$ cat src/rtl/bcd_pkg.sv
// Shared types and constants for the packed-BCD to binary conversion path.
package bcd_pkg;

  typedef enum logic [1:0] {
    ST_IDLE  = 2'd0,
    ST_SHIFT = 2'd1,
    ST_DONE  = 2'd2
  } state_t;

  localparam int DIGITS_DEF    = 2;
  localparam int W_BIN_DEF     = 8;
  localparam int BCD_MAX_DIGIT = 9;

  // Inclusive upper bounds of the RTC fields.
  localparam logic [7:0] MAX_HORA = 8'd23;
  localparam logic [7:0] MAX_MIN  = 8'd59;
  localparam logic [7:0] MAX_DIA  = 8'd31;
  localparam logic [7:0] MAX_MES  = 8'd12;
  localparam logic [7:0] MAX_ANO  = 8'd99;

endpackage

$ cat src/rtl/bcd_digit_corrector.sv
// One BCD nibble: reverse double-dabble adjust (>=8 -> -3) and a digit-validity flag.
module bcd_digit_corrector
  import bcd_pkg::*;
(
  input  logic [3:0] nib,
  output logic [3:0] adj,
  output logic       gt9
);

  assign adj = (nib >= 4'd8) ? nib - 4'd3 : nib;
  assign gt9 = (nib > 4'(BCD_MAX_DIGIT));

endmodule

$ cat src/rtl/bcd_to_bin_encoder.sv
// Fixed-latency packed-BCD to binary converter with start/done handshake,
// digit validation and a range check against a captured field maximum.
module bcd_to_bin_encoder
  import bcd_pkg::*;
#(
  parameter int DIGITS = DIGITS_DEF,
  parameter int W_BIN  = W_BIN_DEF
) (
  input  logic                clk,
  input  logic                reset,
  input  logic                start,
  input  logic [4*DIGITS-1:0] bcd_in,
  input  logic [W_BIN-1:0]    max_val,
  output logic                busy,
  output logic                done,
  output logic                err,
  output logic [W_BIN-1:0]    bin_out
);

  localparam int ITER = 4 * DIGITS;
  localparam int CW   = (ITER > 1) ? $clog2(ITER) : 1;

  state_t              state, state_nx;
  logic [ITER-1:0]     bcd_q;
  logic [ITER-1:0]     bin_q;
  logic [W_BIN-1:0]    max_q;
  logic                bad_q;
  logic [CW-1:0]       cnt;

  logic [ITER-1:0]     shifted;
  logic [ITER-1:0]     corr_in;
  logic [ITER-1:0]     corrected;
  logic [DIGITS-1:0]   nib_bad;
  logic                last_iter;
  logic [W_BIN-1:0]    result;
  logic                res_err;

  assign shifted   = bcd_q >> 1;
  assign last_iter = (cnt == CW'(ITER - 1));
  assign result    = W_BIN'(bin_q);
  assign res_err   = bad_q | (result > max_q);

  // The correctors validate the incoming byte while idle and adjust the
  // shifted work register during the conversion, so one bank serves both.
  assign corr_in = (state == ST_IDLE) ? bcd_in : shifted;

  for (genvar g = 0; g < DIGITS; g++) begin : g_dig
    bcd_digit_corrector u_corr (
      .nib (corr_in[4*g +: 4]),
      .adj (corrected[4*g +: 4]),
      .gt9 (nib_bad[g])
    );
  end

  always_ff @(posedge clk) begin
    if (reset) state <= ST_IDLE;
    else       state <= state_nx;
  end

  always_comb begin
    // NOTE: default first so every path assigns state_nx and no latch is inferred.
    state_nx = state;
    case (state)
      ST_IDLE:  if (start)     state_nx = ST_SHIFT;
      ST_SHIFT: if (last_iter) state_nx = ST_DONE;
      ST_DONE:                 state_nx = ST_IDLE;
      default:                 state_nx = ST_IDLE;
    endcase
  end

  // NOTE: registered state uses non-blocking assignments so every flop
  // samples pre-edge values regardless of statement order.
  always_ff @(posedge clk) begin
    if (reset) begin
      busy    <= 1'b0;
      done    <= 1'b0;
      err     <= 1'b0;
      bin_out <= '0;
      cnt     <= '0;
      bcd_q   <= '0;
      bin_q   <= '0;
      max_q   <= '0;
      bad_q   <= 1'b0;
    end else begin
      done <= 1'b0;
      case (state)
        ST_IDLE: begin
          // busy is only still high here during the done cycle.
          busy <= start;
          if (start) begin
            bcd_q <= bcd_in;
            bin_q <= '0;
            max_q <= max_val;
            bad_q <= |nib_bad;
            cnt   <= '0;
          end
        end
        ST_SHIFT: begin
          bcd_q <= corrected;
          bin_q <= {bcd_q[0], bin_q[ITER-1:1]};
          cnt   <= cnt + 1'b1;
        end
        ST_DONE: begin
          done    <= 1'b1;
          err     <= res_err;
          bin_out <= res_err ? '0 : result;
        end
        default: ;
      endcase
    end
  end

endmodule

$ cat config.mk
export PLATFORM = sky130hd
export DESIGN_NAME = bcd_to_bin_encoder
export DESIGN_NICKNAME = d
export VERILOG_FILES = /design/src/rtl/bcd_pkg.sv /design/src/rtl/bcd_digit_corrector.sv /design/src/rtl/bcd_to_bin_encoder.sv
export SDC_FILE = /design/constraint.sdc
export NUM_CORES = 1
export LEC_CHECK = 0
export BUFFER_PORTS_ARGS = -buffer_cell sky130_fd_sc_hd__buf_2
export CAP_MARGIN = 15
export CORE_ASPECT_RATIO = 1.25
export CORE_MARGIN = 4
export CORE_UTILIZATION = 52
export CTS_BUF_LIST = sky130_fd_sc_hd__clkbuf_8
export CTS_CLUSTER_DIAMETER = 40
export DETAILED_ROUTE_END_ITERATION = 6
export PLACE_DENSITY_LB_ADDON = 0.1
export REMOVE_ABC_BUFFERS = 1
export SLEW_MARGIN = 20
export SYNTH_ARGS = -nofsm -noshare
export SYNTH_HDL_FRONTEND = slang
export SYNTH_SLANG_ARGS = --single-unit
$ cat constraint.sdc
create_clock -name clk -period 1.9 [get_ports clk]
set_input_delay 0.285 -clock clk [delete_from_list [all_inputs] [get_ports clk]]
set_output_delay 0.285 -clock clk [all_outputs]
set_load 0.03 [all_outputs]
* After elaboration in Yosys (flattened, before gate mapping) *
Index checks and enable logic that the tools add are counted.

cells by class
  $mul = 0
  magnitude comparators = 5
  equality and inequality tests = 5
  $add $sub $neg = 3
  mux-type cells = 14
  bitwise gates (word level) = 1
  shifts and indexed selects = 0
  reductions and logical operators = 6
  div/mod/pow operators = 0

operator list
  cell                                                                number
  8-bit 2-to-1 mux                                                    4
  8-bit one-hot mux with 2 select lines                               2
  4-bit >= comparator, second input constant                          2
  4-bit greater-than comparator, second input constant                2
  8-bit greater-than comparator                                       1
  4-bit 2-to-1 mux                                                    2
  4-bit by 2-bit subtractor with 4-bit output, second input constant  2
  3-bit one-hot mux with 2 select lines                               1
  2-bit AND reduction                                                 3
  2-bit 2-to-1 mux                                                    2
  2-bit inequality test, second input constant                        2
  2-bit one-hot mux with 2 select lines                               1
  3-bit by 1-bit adder with 3-bit output, second input constant       1
  3-bit == test, second input constant                                1
  3-bit 2-to-1 mux                                                    1
  2-bit by 1-bit == test with 1-bit output, second input constant     1
  2-bit == test, second input constant                                1
  2-bit zero test                                                     1
  2-bit nonzero test                                                  1
  2-bit OR reduction                                                  1
  1-bit 2-to-1 mux                                                    1
  1-bit bitwise OR                                                    1

word-level totals
  logic and storage cells = 44
  latch bits = 0
  bits in registers = 41
  bits in read-only memories = 0
  memory bits (writable) = 0
  memories kept = 0

* Logic depth before layout (Yosys ltp) *
Gate-level depths: netlist of the first run.

  word-level depth = 5
  depth in mapped cells = 9

* Hierarchy *
Synthesis of the first run repeated with hierarchy kept, for this count alone.

second synthesis, totals
  cell total of the unflattened synthesis = 228
  area, all modules = 2088.3 um^2

by module, submodules not included
  module               times used  area an instance (um^2)  cells each  sequential area each (um^2)
  bcd_to_bin_encoder   1           1888.1                   200         820.8
  bcd_digit_corrector  2           100.1                    14          0.0

* Worst setup path before layout of the first run *
No wires, ideal clock.

  kind = reg2reg
  start point = reg state[1]
  end point = reg bcd_q[2]
  arrival = 1678 ps
  stages on the path, launching flop included = 10
  period minus slack after synthesis = 1769 ps
  slack = 131 ps
  data required time = 1809 ps
  cells stage by stage = dfxtp_1 buf_6 nor2_4 mux2i_1 inv_1 ha_1 nor2_1 xnor2_1 nor2_1 a311oi_1

between the ends
  cells in the longest elaborated chain, start to end = 5

RTL lines
  what                                                                                       RTL line                                            source
  start: declaration                                                                         bcd_to_bin_encoder.sv:23                            state_t state, state_nx;
  start signal: assignment                                                                   bcd_to_bin_encoder.sv:57                            else state <= state_nx;
  2-bit zero test                                                                            bcd_to_bin_encoder.sv:45, bcd_to_bin_encoder.sv:86
  8-bit 2-to-1 mux                                                                           bcd_to_bin_encoder.sv:45                            assign corr_in = (state == ST_IDLE) ? bcd_in : shifted;
  4-bit by 2-bit subtractor with 4-bit output / 4-bit >= comparator (equally long branches)  bcd_digit_corrector.sv:10                           assign adj = (nib >= 4'd8) ? nib - 4'd3 : nib;
  4-bit 2-to-1 mux                                                                           bcd_digit_corrector.sv:10
  8-bit one-hot mux with 2 select lines                                                      bcd_to_bin_encoder.sv:86                            case (state)
  end signal: assignment                                                                     bcd_to_bin_encoder.sv:91                            bcd_q <= bcd_in;
  end signal: assignment                                                                     bcd_to_bin_encoder.sv:99                            bcd_q <= corrected;
  end: declaration                                                                           bcd_to_bin_encoder.sv:24                            logic [ITER-1:0] bcd_q;

Parallel ways exist; a longest one is shown, timed or not.
A chain may end at the register's enable or synchronous reset.

* Worst setup path after layout of the first run *
  start point = reg max_q[1]
  end point = reg bin_out[5]

between the ends
  cells in the longest elaborated chain, start to end = 3

RTL lines
  what                           RTL line                   source
  start: declaration             bcd_to_bin_encoder.sv:26   logic [W_BIN-1:0] max_q;
  start signal: assignment       bcd_to_bin_encoder.sv:93   max_q <= max_val;
  8-bit greater-than comparator  bcd_to_bin_encoder.sv:41   assign res_err = bad_q | (result > max_q);
  1-bit bitwise OR               bcd_to_bin_encoder.sv:41
  8-bit 2-to-1 mux               bcd_to_bin_encoder.sv:106  bin_out <= res_err ? '0 : result;
  end signal: assignment         bcd_to_bin_encoder.sv:106
  end: declaration               bcd_to_bin_encoder.sv:17   output logic [W_BIN-1:0] bin_out

No other way between the ends.

==> impl_results.md, run 1 <==
- Status: completed
- Critical Path RT: 2.14 ns
- R2R setup slack: 0.09 ns
- Worst-Margin Slew: 0.724 ns
- Clock Pin Slew Worst Setup and Hold Paths: 0.08 ns
- Seq pwr share: 48.7%
- Root buffer cell: clkbuf_8
- Post-synth cell types: 36
- Effective utilization at floorplan: 54.3%
- Type of origin of the critical path: register
- Crit path arrival time: 2.05 ns
- Switching portion of total power: 24.8%
- Max_slew headroom: 51.6%
- Mapped cell area: 1910 um2
- Layout cells sized above 1: 22.5%
- Avg Inst Size Synth: 9.22 um2
- CTS buffer count: 5
- Clock power frac: 37.3%
- First-pass GRT wire length: 6.72 mm
- Post-DP HPWL: 3.08 mm
- Crit. End Element: register
- DIE AREA: 4710 um2
- CTS tree: built
- DIE WIDTH: 62.2 um
- Pre-Repair DR Iteration Count: 4
- Dpl cell area: 2110 um2
- YS warnings: 0
- Final ANT Viol Nets: 0
- Clock insertion delay at the later pin of the skew report: 0.29 ns
- Sink Count: 41
- Port Buf Inserts: 29
- Worst reg-to-reg path cell count: 8
- Comb pwr share: 14.0%
- Final instance area: 2270 um2
- Avg WL per Cell: 14.3 um
- Seq/Total Area, Yosys: 43.0%
- Vias in the first global route: 1568
- FFs w/ async S/R, synth: 0%
- Number of synthesized register bits: 41
- Ys flop type: dfxtp_1
- Switching pwr: 0.000473 W
- Post-Synthesis Cells: 207
- Max IR drop VDD: 0.000604 V
- Clock Skew: 0.00807 ns
- EDFF count, synth: 0
- Global route overflow: 0
- CP max stage cell: dfxtp_1
- H-tree Lvls: 2
- Initial antenna violation count: 0
- DRC: 0
- Minimum clock period: 1.81 ns
- Worst R2R Start: max_q[1]$_SDFFE_PP0P_
- Via count: 1576
- Chip height: 75.8 um
- Worst reg2reg endpoint: bin_out[5]$_SDFFE_PP0P_
- Max-Cap Viols: 0
- WL final: 4.05 mm
- Nets: 278
- Hold WC Path Type: in2reg
- Hold Path Sink: max_q[3]$_SDFFE_PP0P_
- Largest net degree at the start of global routing: 14
- Power density over the cells: 839 nW/um2
- Row count: 24
- Synth-to-Final Area Change: 19.0%
- Pleak: 1.03 nW
- Final GP Congestion: 0.844
- Iter 0 DRT Violations: 59
- I/O pin count: 30
- Final cell count without fillers: 283
- CTS Hold Bufs: 0
- Hold path depth: 3
- Final Hold Viols: 0
- Internal: 0.00143 W
- Crit Path Class: reg2reg
- Vias per Instance: 5.57
- FMAX: 551 MHz
- Core Region: 3510 um2
- # diodes: 0
- Clock Path Buffers: 2
- Total track usage: 17.7%
- Tcrit/Tclk final: 95.5%
- Crit Path Max Fanout: 8
- Dpl cells: 274
- Max incr delay on CP: 0.33 ns
- Endpoints failing setup: 0
- Hold Startpoint: max_val[3]
- Slew Limit Fails: 0
- CP Cell Sequence: inv_1 -> ha_1 -> nor2b_1 -> o211ai_1 -> a211oi_2 -> nor4b_4 -> buf_4 -> a22o_1
-- final cells by class --
class | instances | area [um2]
multi-input combinational | 143 | 1020
tap | 39 | 48.8
sequential | 41 | 822
timing repair buffer | 37 | 209
clock inverter | 2 | 33.8
clock buffer | 6 | 82.6
fill | 305 | 1240
inverter | 15 | 56.3
-- placed cells by master, fill, tap and decap left out, types with 2 or more instances in the layout --
cell type | netlist | routed
a21oi_1 | 20 | 20
a22o_1 | 18 | 18
a311oi_1 | 3 | 3
and2_1 | 3 | 3
buf_2 | 1 | 29
buf_4 | 2 | 7
clkbuf_8 | 0 | 6
dfxtp_1 | 41 | 40
ha_1 | 16 | 16
inv_1 | 15 | 16
mux2i_1 | 7 | 4
mux2i_4 | 0 | 2
nand2_1 | 23 | 23
nand2b_1 | 2 | 2
nand4_1 | 2 | 2
nor2_1 | 18 | 18
nor2b_1 | 2 | 2
o21ai_0 | 6 | 6
o21ai_1 | 2 | 2
o22ai_1 | 4 | 4
-- logic make-up after synthesis --
kind of cell | synth area share, %
mux | 4.26
flops | 43.0
compound gates | 21.1
xor+xnor | 0.918
simple gates | 14.9
fa+ha+maj | 10.5
buf+inv | 5.37
-- registers in the layout, summed over array words and instances, names as in the netlist --
signal,count
err,1
busy,1
bcd_q,8
bin_out,8
cnt,3
state,2
bin_q,8
max_q,8
done,1
bad_q,1
-- repair_timing --
action	4_1_cts	5_1_grt
setup buffers	0	1
gates resized for setup	0	8
setup endpoints to repair	0	10
-- power by group through the flow --
stage                     Sequential, W  Clock, W  Combinational [W]
after floorplan                0.000940         0           0.000163
after global placement         0.000944         0           0.000241
after detailed placement       0.000945         0           0.000251
after CTS                      0.000925  0.000721           0.000252
after global routing           0.000934  0.000765           0.000297
final                          0.000928  0.000711           0.000268
-- critical path, delay by kind of cell (launching register included) --
| family | cells | cell delay [ns] |
|---|---|---|
| buffers and inverters | 2 | 0.23 |
| flip-flops | 1 | 0.33 |
| adder cells (fa/ha/maj) | 1 | 0.28 |
| AND/OR/NAND/NOR | 2 | 0.42 |
| AO/OA/AOI/OAI | 3 | 0.50 |
-- worst max-delay path by stage --
| stage | start | end | depth (start not counted) |
|---|---|---|---|
| after global placement | state[0]$_SDFFE_PP0P_ | bcd_q[2]$_SDFFE_PP0P_ | 8 |
| after CTS | max_q[1]$_SDFFE_PP0P_ | bin_out[5]$_SDFFE_PP0P_ | 7 |
| after detailed placement | state[0]$_SDFFE_PP0P_ | bad_q$_SDFFE_PP0P_ | 8 |
| after floorplan | state[1]$_SDFFE_PP0P_ | bcd_q[2]$_SDFFE_PP0P_ | 8 |
| after global routing | max_q[1]$_SDFFE_PP0P_ | bin_out[5]$_SDFFE_PP0P_ | 8 |
| final | max_q[1]$_SDFFE_PP0P_ | bin_out[5]$_SDFFE_PP0P_ | 8 |
-- synth_stat cells, types with 2 or more instances --
cell type   n  area [um2]
clkbuf_1    4        15.0
dfxtp_1    41         821
ha_1       16         200
nor2b_1     2        12.5
a21oi_1    20         100
o21ai_0     6        30.0
o22ai_1     4        25.0
nand2_1    23        86.3
and2_1      3        18.8
buf_4       2        15.0
nand2b_1    2        12.5
nand4_1     2        12.5
a211oi_1    2        15.0
a22o_1     18         158
o21ai_1     2        10.0
inv_1      15        56.3
a311oi_1    3        26.3
nor2_1     18        67.6
mux2i_1     7        70.1
-- stage by stage --
stage	setup WS (ns)	TNS [ns]	util, %	power [W]	hold slack [ns]
after detailed placement	0.0803	0	60.0	0.00120	0.449
after floorplan	0.144	0	-	0.00110	0.354
after global placement	0.131	0	60.0	0.00118	0.445
final	0.0855	0	64.7	0.00191	0.223
after global routing	-0.0282	-0.102	64.7	0.00200	0.214
after CTS	0.0655	0	63.4	0.00190	0.217
-- metal layers --
layer	track usage [%]	routed length (um)
met5	0	0
met1	19.1	1730
met3	3.24	151
met2	33.6	2110
met4	7.95	58
(Power assumes the default switching activity.)
==> run 2: changes to the inputs <==
Settings changed: RECOVER_POWER set to 50.
==> impl_results.md, run 2 (synthesis results as in run 1) <==
- Hold Path Sink: max_q[3]$_SDFFE_PP0P_
- Dpl cells: 274
- Buf+Inv Stages, Crit Path: 1
- H-tree Lvls: 2
- Most frequent cells in the layout: dfxtp_1, nand2_1, a21oi_1
- Max_slew headroom: 51.5%
- R2R setup slack: 0.09 ns
- Final ANT Viol Nets: 0
- # diodes: 0
- Vias in the first global route: 1568
- Global route overflow: 0
- CP max stage cell: dfxtp_1
- Largest net degree at the start of global routing: 14
- Worst R2R Start: bin_q[1]$_SDFFE_PP0P_
- Most common cell after layout, fill and taps aside: dfxtp_1
- CTS buffer count: 5
- Hold path depth: 3
- Minimum clock period: 1.81 ns
- First-pass GRT wire length: 6.72 mm
- Worst setup margin: 0.0857 ns
- Final instance area: 2240 um2
- Synth-to-Final Area Change: 17.6%
- Crit Path Class: reg2reg
- Max IR drop VDD: 0.000604 V
- CTS tree: built
- Critical Path RT: 2.14 ns
- Layout cells sized above 1: 16.8%
- FMAX: 551 MHz
- Crit. End Element: register
- Vias per Instance: 5.59
- Status: completed
- Sink Count: 41
- Worst-Margin Slew: 0.724 ns
- Clock insertion delay at the later pin of the skew report: 0.29 ns
- Slew Limit Fails: 0
- Endpoints failing setup: 0
- I/O pin count: 30
- Clock Skew: 0.00583 ns
- Cell family with most CP delay: compound AO/OA/AOI/OAI gates
- Pleak: 0.974 nW
- Nets: 278
- DIE AREA: 4710 um2
- Max-Cap Viols: 0
- Type of origin of the critical path: register
- Dpl cell area: 2110 um2
- Clock Pin Slew Worst Setup and Hold Paths: 0.08 ns
- Worst reg-to-reg path cell count: 7
- Chip height: 75.8 um
- WL final: 4.09 mm
- Final cell count without fillers: 283
- Crit Path Max Fanout: 8
- DIE WIDTH: 62.2 um
- Row count: 24
- Hold WC Path Type: in2reg
- Tcrit/Tclk final: 95.5%
- Clock Path Buffers: 2
- Initial antenna violation count: 0
- Total track usage: 17.7%
- Port Buf Inserts: 29
- Max incr delay on CP: 0.34 ns
- Final Hold Viols: 0
- Crit path arrival time: 2.05 ns
- Worst reg2reg endpoint: bin_out[5]$_SDFFE_PP0P_
- Avg WL per Cell: 14.5 um
- Iter 0 DRT Violations: 56
- CP Cell Sequence: ha_1 -> nor2b_1 -> o211ai_1 -> a211oi_2 -> nor4b_4 -> buf_4 -> a22o_1
- Effective utilization at floorplan: 54.3%
- Pre-Repair DR Iteration Count: 4
- CTS Hold Bufs: 0
- Power density over the cells: 847 nW/um2
- Hold Startpoint: max_val[3]
- Final GP Congestion: 0.844
- Core Region: 3510 um2
- Post-place setup slack: 0.0803 ns
- Final core utilization: 63.9%
- Root buffer cell: clkbuf_8
- DRC: 0
- Post-DP HPWL: 3.08 mm
- Via count: 1582
==> run 2: worst max-delay path by stage <==
stage,startpoint,to,slack [ns],cells after the start
detailed placement,state[0]$_SDFFE_PP0P_,bad_q$_SDFFE_PP0P_,0.08,8
CTS,max_q[1]$_SDFFE_PP0P_,bin_out[5]$_SDFFE_PP0P_,0.07,7
global placement,state[0]$_SDFFE_PP0P_,bcd_q[2]$_SDFFE_PP0P_,0.13,8
floorplan,state[1]$_SDFFE_PP0P_,bcd_q[2]$_SDFFE_PP0P_,0.14,8
finish,bin_q[1]$_SDFFE_PP0P_,bin_out[5]$_SDFFE_PP0P_,0.09,7
global route,max_q[1]$_SDFFE_PP0P_,bin_out[5]$_SDFFE_PP0P_,-0.03,8
==> run 2: tightest hold or removal path: stages <==
cell,delay [ns]
buf_2,0.10
nand2_1,0.04
a21oi_1,0.05
==> run 2: power by group <==
group,total [W],internal [W],switching (W)
logic,0.000263,0.000112,0.000150
registers,0.000928,0.000895,0.0000330
clock network,0.000709,0.000423,0.000286
==> run 2: stage by stage <==
step	total power [W]	hold slack [ns]	TNS (ns)
after floorplan	0.00110	0.354	0
after global placement	0.00118	0.445	0
after detailed placement	0.00120	0.449	0
after CTS	0.00190	0.217	0
after global routing	0.00199	0.214	-0.102
final	0.00190	0.226	0
==> run 2: what timing repair did <==
item                                    4_1_cts  5_1_grt
endpoints found under the setup margin        0       10
buffers inserted                              0        1
resized for setup                             0        8
==> run 2: metal layers <==
metal | vias up | part of all wire, % | global-route usage [%]
met2 | 38 | 52 | 33.6
met1 | 740 | 42 | 19.1
li1 | 798 | - | -
met5 | - | 0 | 0
met4 | 0 | 1.4 | 7.95
met3 | 6 | 4.4 | 3.24
==> run 2: cell type report <==
type / instances / area, um2
Clock buffer: 6 / 82.6
Clock inverter: 2 / 33.8
Fill cell: 317 / 1270
Inverter: 15 / 56.3
Multi-Input combinational cell: 143 / 1010
Sequential cell: 41 / 822
Tap cell: 39 / 48.8
Timing Repair Buffer: 37 / 188
